===== config.mk =====
export PLATFORM = sky130hd
export DESIGN_NAME = load_store_unit
export DESIGN_NICKNAME = d
export VERILOG_FILES = /design/src/rtl/load_store_unit.sv
export SDC_FILE = /design/constraint.sdc
export NUM_CORES = 1
export LEC_CHECK = 0
export ABC_AREA = 1
export BUFFER_PORTS_ARGS = -buffer_cell sky130_fd_sc_hd__buf_2
export CORE_ASPECT_RATIO = 0.9
export CORE_MARGIN = 2
export CORE_UTILIZATION = 52
export DETAILED_ROUTE_END_ITERATION = 8
export PLACE_DENSITY = 0.92
export SLEW_MARGIN = 30
export SYNTH_ARGS = -nofsm -noshare
export SYNTH_HDL_FRONTEND = slang
export SYNTH_SLANG_ARGS = --single-unit

===== constraint.sdc =====
create_clock -name clk -period 5.8 [get_ports clk]
set_input_delay 0.29 -clock clk [delete_from_list [all_inputs] [get_ports clk]]
set_output_delay 0.29 -clock clk [all_outputs]
set_load 0.01 [all_outputs]

===== src/rtl/load_store_unit.sv =====
// Load/store unit: turns a datapath memory request into a valid/ready bus
// transaction, formats store lanes and load results, and stalls the datapath
// until the access completes, aborts, or turns out to be misaligned.
module load_store_unit #(
  parameter int unsigned TIMEOUT_CYCLES = 255,
  parameter int unsigned CNT_W          = 8
) (
  input  logic        clk,
  input  logic        reset,
  input  logic        req_rd_en,
  input  logic        req_wr_en,
  input  logic [31:0] req_addr,
  input  logic [31:0] req_wdata,
  input  logic [2:0]  req_funct3,
  output logic        stall,
  output logic [31:0] load_data,
  output logic        misaligned,
  output logic        bus_error,
  output logic        mem_valid,
  input  logic        mem_ready,
  output logic        mem_we,
  output logic [31:0] mem_addr,
  output logic [31:0] mem_wdata,
  output logic [3:0]  mem_be,
  input  logic        mem_rvalid,
  input  logic [31:0] mem_rdata
);

  typedef enum logic [1:0] {
    S_IDLE,
    S_REQ,
    S_RESP,
    S_DONE
  } state_t;

  localparam logic [CNT_W-1:0] TIMEOUT_VAL = CNT_W'(TIMEOUT_CYCLES);

  state_t      r_state;
  state_t      w_state_next;

  logic [CNT_W-1:0] r_cnt;
  logic [CNT_W-1:0] w_cnt_next;

  logic        r_mem_valid;
  logic        r_mem_we;
  logic [31:0] r_mem_addr;
  logic [31:0] r_mem_wdata;
  logic [3:0]  r_mem_be;
  logic [2:0]  r_funct3;
  logic [1:0]  r_off;
  logic [31:0] r_load_data;
  logic        r_bus_error;

  logic        w_req;
  logic        w_misal;
  logic        w_busy;
  logic        w_handshake;
  logic        w_timeout;
  logic        w_accept;
  logic        w_abort;
  logic        w_stall;
  logic        w_misaligned;
  logic [31:0] w_st_wdata;
  logic [3:0]  w_st_be;
  logic [7:0]  w_lane_byte;
  logic [15:0] w_lane_half;
  logic [31:0] w_ld_fmt;

  // A simultaneous read and write enable is treated as a store.
  assign w_req       = req_rd_en | req_wr_en;
  assign w_busy      = (r_state == S_REQ) || (r_state == S_RESP);
  assign w_handshake = r_mem_valid & mem_ready;
  assign w_cnt_next  = r_cnt + 1'b1;
  assign w_timeout   = w_busy && (w_cnt_next == TIMEOUT_VAL);

  // Alignment check on the incoming request: halfwords need addr[0]=0, words addr[1:0]=0.
  always_comb begin
    // NOTE: every signal written here gets a default first so no latch is inferred.
    w_misal = 1'b0;
    case (req_funct3[1:0])
      2'b00:   w_misal = 1'b0;
      2'b01:   w_misal = req_addr[0];
      default: w_misal = |req_addr[1:0];
    endcase
  end

  // Store lane replication and byte enables; loads drive no enables.
  always_comb begin
    w_st_wdata = req_wdata;
    w_st_be    = 4'b1111;
    case (req_funct3[1:0])
      2'b00: begin
        w_st_wdata = {4{req_wdata[7:0]}};
        w_st_be    = 4'b0001 << req_addr[1:0];
      end
      2'b01: begin
        w_st_wdata = {2{req_wdata[15:0]}};
        w_st_be    = 4'b0011 << req_addr[1:0];
      end
      default: ;
    endcase
    if (!req_wr_en) begin
      w_st_wdata = 32'h0;
      w_st_be    = 4'b0000;
    end
  end

  // Load result extraction: pick the addressed lane, then sign/zero-extend.
  always_comb begin
    w_lane_byte = mem_rdata[7:0];
    case (r_off)
      2'd1:    w_lane_byte = mem_rdata[15:8];
      2'd2:    w_lane_byte = mem_rdata[23:16];
      2'd3:    w_lane_byte = mem_rdata[31:24];
      default: ;
    endcase
    w_lane_half = r_off[1] ? mem_rdata[31:16] : mem_rdata[15:0];
    case (r_funct3)
      3'b000:  w_ld_fmt = {{24{w_lane_byte[7]}}, w_lane_byte};
      3'b001:  w_ld_fmt = {{16{w_lane_half[15]}}, w_lane_half};
      3'b100:  w_ld_fmt = {24'h0, w_lane_byte};
      3'b101:  w_ld_fmt = {16'h0, w_lane_half};
      default: w_ld_fmt = mem_rdata;
    endcase
  end

  // FSM state register.
  always_ff @(posedge clk) begin
    // NOTE: sequential state uses non-blocking assignments so every register samples pre-edge values.
    if (reset) r_state <= S_IDLE;
    else       r_state <= w_state_next;
  end

  // FSM next-state and combinational stall/misaligned/accept/abort decode.
  always_comb begin
    w_state_next = r_state;
    w_stall      = 1'b0;
    w_misaligned = 1'b0;
    w_accept     = 1'b0;
    w_abort      = 1'b0;
    case (r_state)
      S_IDLE: begin
        if (w_req) begin
          if (w_misal) begin
            w_misaligned = 1'b1;
          end else begin
            w_stall      = 1'b1;
            w_accept     = 1'b1;
            w_state_next = S_REQ;
          end
        end
      end
      S_REQ: begin
        w_stall = 1'b1;
        if (w_handshake) begin
          w_state_next = r_mem_we ? S_DONE : S_RESP;
        end else if (w_timeout) begin
          w_abort      = 1'b1;
          w_state_next = S_DONE;
        end
      end
      S_RESP: begin
        w_stall = 1'b1;
        if (mem_rvalid) begin
          w_state_next = S_DONE;
        end else if (w_timeout) begin
          w_abort      = 1'b1;
          w_state_next = S_DONE;
        end
      end
      S_DONE: w_state_next = S_IDLE;
      default: w_state_next = S_IDLE;
    endcase
  end

  // Timeout counter: cleared when a request is accepted, counts while in REQ/RESP.
  always_ff @(posedge clk) begin
    if (reset)         r_cnt <= '0;
    else if (w_accept) r_cnt <= '0;
    else if (w_busy)   r_cnt <= w_cnt_next;
  end

  // Bus request registers, latched request attributes, load result and error pulse.
  always_ff @(posedge clk) begin
    if (reset) begin
      r_mem_valid <= 1'b0;
      r_mem_we    <= 1'b0;
      r_mem_addr  <= 32'h0;
      r_mem_wdata <= 32'h0;
      r_mem_be    <= 4'b0000;
      r_funct3    <= 3'b000;
      r_off       <= 2'b00;
      r_load_data <= 32'h0;
      r_bus_error <= 1'b0;
    end else begin
      r_bus_error <= w_abort;
      if (w_accept) begin
        r_mem_valid <= 1'b1;
        r_mem_we    <= req_wr_en;
        r_mem_addr  <= {req_addr[31:2], 2'b00};
        r_mem_wdata <= w_st_wdata;
        r_mem_be    <= w_st_be;
        r_funct3    <= req_funct3;
        r_off       <= req_addr[1:0];
      end else if (w_handshake || w_abort) begin
        r_mem_valid <= 1'b0;
      end
      if (w_abort) begin
        r_load_data <= 32'h0;
      end else if ((r_state == S_RESP) && mem_rvalid) begin
        r_load_data <= w_ld_fmt;
      end
    end
  end

  // Combinational handshake outputs are forced low while reset is asserted.
  assign stall      = w_stall & ~reset;
  assign misaligned = w_misaligned & ~reset;
  assign bus_error  = r_bus_error;
  assign load_data  = r_load_data;
  assign mem_valid  = r_mem_valid;
  assign mem_we     = r_mem_we;
  assign mem_addr   = r_mem_addr;
  assign mem_wdata  = r_mem_wdata;
  assign mem_be     = r_mem_be;

endmodule


Word level (Yosys, flattened, before mapping):

Index checks and enable logic that the tools add are counted.

* register bits after elaboration: 116
* input port bits: 105
* output and inout port bits: 105
* word-level logic and storage cells: 73

* $add $sub $neg: 1
* equality and inequality tests: 13
* shift operators: 2
* multiplexer cells: 28
* bitwise operators: 5
* reduce and logical (&&, ||, !) cells: 13

Operator list (number)
* 32-bit case mux with 4 select lines: 1
* 32-bit case mux with 2 select lines: 1
* 32-bit 2-to-1 mux: 1
* 8-bit case mux with 3 select lines: 1
* 16-bit 2-to-1 mux: 1
* 1-bit 2-to-1 mux: 12
* 2-bit 2-to-1 mux: 5
* 8-bit by 1-bit adder with 8-bit output, second input constant: 1
* 2-bit == test, second input constant: 4
* 8-bit == test, second input constant: 1
* 2-bit case mux with 4 select lines: 1
* 4-bit case mux with 2 select lines: 1
* 2-bit OR reduction: 4
* 2-bit by 1-bit == test with 1-bit output, second input constant: 3
* 3-bit == test, second input constant: 2
* 1-bit case mux with 2 select lines: 3
* 2-bit logical NOT: 2
* 4-bit 2-to-1 mux: 1
* 2-bit != test, second input constant: 2
* 1-bit by 2-bit << shifter with 4-bit output, first input constant: 1
* 2-bit by 2-bit << shifter with 4-bit output, first input constant: 1
* 1-bit AND: 3
* 3-bit by 1-bit == test with 1-bit output, second input constant: 1
* 3-bit logical NOT: 1
* 6 further kinds: 8

Depth between registers and ports, before layout:

* depth after elaboration: 9
* depth in mapped cells: 13
* depth with buffers taken out: 13

Least setup slack after synthesis:

No wires, ideal clock.

* path kind: register to register
* start: register r_state[1]
* end: register r_load_data[14], in the netlist load_data[14]
* library setup time: 0.117 ns
* data arrival time: 1.804 ns
* data required time: 5.683 ns
* slack: 3.879 ns
* cell stages (with the launch flop): 11
* path buffers: 2
* clock period less this slack: 1.921 ns
* cell sequence: dfxtp_1 -> inv_1 -> ha_1 -> clkbuf_1 -> inv_1 -> nor2_2 -> nand3_2 -> o21bai_4 -> nand2_4 -> buf_6 -> nor2_1

* longest elaborated chain between the ends: 7
* elaborated cells on any way between the ends: 10
* those cells by class: 2 x eq/ne; 4 x mux; 4 x reduce/logical

Ends and longest elaborated chain
* start, declared: line 38 `state_t r_state;`
* start signal, assigned: line 131 `else r_state <= w_state_next;`
* 2-bit by 1-bit == test with 1-bit output or 2-bit == test (tied branches): line 71 `assign w_busy = (r_state == S_REQ) || (r_state == S_RESP);`
* 1-bit logical OR (*): line 71
* via w_busy: line 56 `logic w_busy;`
* 1-bit logical AND (*): line 74 `assign w_timeout = w_busy && (w_cnt_next == TIMEOUT_VAL);`
* 1-bit 2-to-1 mux (*): line 157, 166
* 1-bit 2-to-1 mux (on tied branches): line 164, 155
* 1-bit case mux with 2 select lines (*): line 141 `case (r_state)`
* 2-bit OR reduction (no line) (*)
* end signal, assigned: line 211 `r_load_data <= w_ld_fmt;`
* end, declared: line 51 `logic [31:0] r_load_data;`

The timed path passes the listed nets; every way through them passes the cells marked *.
A chain may end at the register's enable or synchronous reset.

Final worst setup path:

* start: register r_state[0]
* end: register r_mem_wdata[2], in the netlist mem_wdata[2]

* longest elaborated chain between the ends: 2

Ends and longest elaborated chain
* 2-bit logical NOT: line 141
* 1-bit 2-to-1 mux: line 141
* end signal, assigned: line 201 `r_mem_wdata <= w_st_wdata;`
* end, declared: line 47 `logic [31:0] r_mem_wdata;`

No other way between the ends.

==> run metrics <==
crit end category=flop; dpl cell area=0.00599 mm²; clk_lat worst skew=0.51 ns; global route overflow=0; Starting Density=52.8%; Area Overhead vs Synth=35.2%; Remaining DRCs=0; setup TNS=0 ns; first-pass GRT wire length=24,600 µm; setup ws final=3.16 ns; Resized cells post-CTS=0; Tot Pwr=2230 µW; Least-Margin Pin Slew=0.957 ns; Sw Share=26.6%; GPL Wtd Cong=0.875; Die X=108 µm; Die ar.=0.0105 mm²; Reg clk slew, reported paths=0.06 ns; initial antenna violation count=1; Gate power share=13.2%; Port Buf Inserts=207; Layout Skew=0.00919 ns; post-synth cell types=43; IO Count=210; post-synthesis cell count=640; Fmax=378 MHz; setup repair after global routing missed its margin=no; Cell Area, Synth=0.00503 mm²; drt first-iter violations=428; Design Area, Final=0.00680 mm²; Hold Crit Depth=2; Worst VDD drop=0.000243 V; period utilisation layout=45.6%; CTS tree=yes; Routed WL=15,500 µm; Min Clock Period, post-route=2.64 ns; final hold viol count=0; DRT Pass-1 Iters=5; Vias=5,283; share of synthesized flip-flops with an asynchronous set or reset=0%; core area=0.00953 mm²; Static Leak=0.00322 µW; Max-Cap Viols=0; Seq pwr share=39.1%; Synth Area per Inst=7.86 µm²; area of the multi-input gates=0.00232 mm²; WS Path Type=reg -> reg; Pint=1640 µW; ys flop type=dfxtp_1; PwrDens=329 mW/mm²; slew margin rel.=36.1%; Sw Pwr=595 µW; Post-synth EDFFs=0; crit path max fanout=39; worst min path class=in -> reg; FF/Latch Area=0.00232 mm²; Final ANT Viol Nets=0; critical path data required time=6.19 ns; TritonCTS Buffers=17; postcts setup bufs=0; Crit path arrival time=3.03 ns; layout cells sized above 1=30.3%; Clock power frac=47.7%; Cell Rows=34; Hold Buf Count CTS=19; r2r setup slk=3.16 ns; number of global-route vias before repair=5,112; Tot GR Track Use=29.5%; Via density=5.35; TritonCTS sink count=116; #FFs+latches synth=116; Die Span Y=97.3 µm; sequential-to-total area share from yosys stat=46.2%; worst slack, placed=2.76 ns; Synth Warn #=0; hpwl dp=10,200 µm; drt wl/cell=15.7 µm; H-tree levels=4; Setup Viol. Count Final=0; status=completed; R2R cell count=8; Worst setup SP type=flop; Clock Path Buffers=2; pin count of the biggest net entering global routing=71; Slew Limit Fails=0; clk root buf=clkbuf_8; Fill cells=738; nets@finish=961
==> through the flow <==
step | util (%) | cells | hold slack (ns)
floorplan | - | 641 | 0.359
global placement | 62.9 | 936 | 0.434
detailed placement | 62.9 | 936 | 0.441
CTS | 71.3 | 987 | 0.00111
global route | 71.4 | 988 | 0.00633
finish | 71.4 | 988 | 0.0171
==> cell usage after synthesis, types with 2 or more instances <==
master / number / area share, %
clkinv_1: 2 / 0.15
dfxtp_1: 116 / 46
o21ai_0: 67 / 6.7
nand2_1: 162 / 12
o211ai_1: 2 / 0.30
nor2_2: 2 / 0.25
buf_6: 7 / 1.6
o21ai_1: 4 / 0.40
inv_2: 3 / 0.22
a31oi_1: 8 / 1.0
buf_2: 10 / 1.0
nand2_4: 2 / 0.45
nand3_2: 3 / 0.60
nand3_1: 17 / 1.7
a22o_1: 30 / 5.2
nand2_2: 2 / 0.25
o22ai_1: 25 / 3.1
ha_1: 8 / 2.0
o221ai_1: 2 / 0.35
a21oi_1: 40 / 4.0
buf_4: 7 / 1.0
clkbuf_1: 13 / 0.97
nor2_1: 53 / 4.0
inv_1: 36 / 2.7
==> logic make-up (layout without fill, tap and decap cells) <==
kind of cell	after synthesis	count (layout)	synth area share (%)
buf+inv	80	300	7.86
compound gates	186	186	22.7
flops	116	116	46.2
xor+xnor	1	1	0.174
other cells	1	3	0.0746
simple gates	248	248	21.0
fa+ha+maj	8	8	1.99
==> power by group through the flow <==
stage,combinational (µW),clock (µW),sequential (µW)
floorplan,170,0,895
global placement,272,0,886
detailed placement,277,0,887
CTS,290,1070,872
global route,323,1110,878
finish,294,1070,874
==> cells in the final DEF, fill, tap and decap left out, types with 4 or more instances in the layout <==
cell type,n
o21ai_0,67
buf_2,207
a21oi_1,40
o22ai_1,25
inv_6,4
a22o_1,30
dlygate4sd3_1,19
nand3_1,17
clkbuf_16,16
o21ai_1,4
inv_1,36
nand2_1,162
dfxtp_1,116
a31oi_1,8
ha_1,8
nor2_1,53
==> sequential cells by signal (all words and copies together), names as in the netlist <==
register   cells
mem_addr      30
mem_we         1
r_state        2
mem_wdata     32
bus_error      1
r_funct3       3
r_off          2
mem_valid      1
r_cnt          8
mem_be         4
load_data     32
==> metal layers <==
layer	share of wire [%]	wire [µm]	global-route usage (%)
met5	0	0	0
met4	2.5	388	13.0
met3	9.0	1400	8.72
met2	49	7600	50.4
met1	39	6090	33.7
==> critical path: stages (launching register included) <==
cell	delay, ns
dfxtp_1	0.33
inv_1	0.17
ha_1	0.22
inv_1	0.07
nor3_1	0.32
nand2_4	0.11
inv_2	0.50
nand2_2	0.42
o21ai_0	0.38
==> path summary, 6_finish.rpt <==
kind              endpoint           from
max           mem_wdata[2]     r_state[0]
min           mem_addr[18]   req_addr[18]
max reg2reg   mem_wdata[2]     r_state[0]
min reg2reg  mem_wdata[17]  mem_wdata[17]
==> cell type report <==
cell class / count / area share [%]
timing repair buffer: 226 / 18.0
clock inverter: 13 / 2.52
antenna: 1 / 0.0368
tap: 126 / 2.32
inverter: 42 / 2.39
clock buffer: 19 / 6.49
sequential: 116 / 34.1
multi-input combinational: 445 / 34.1
(Power assumes the default switching activity.)
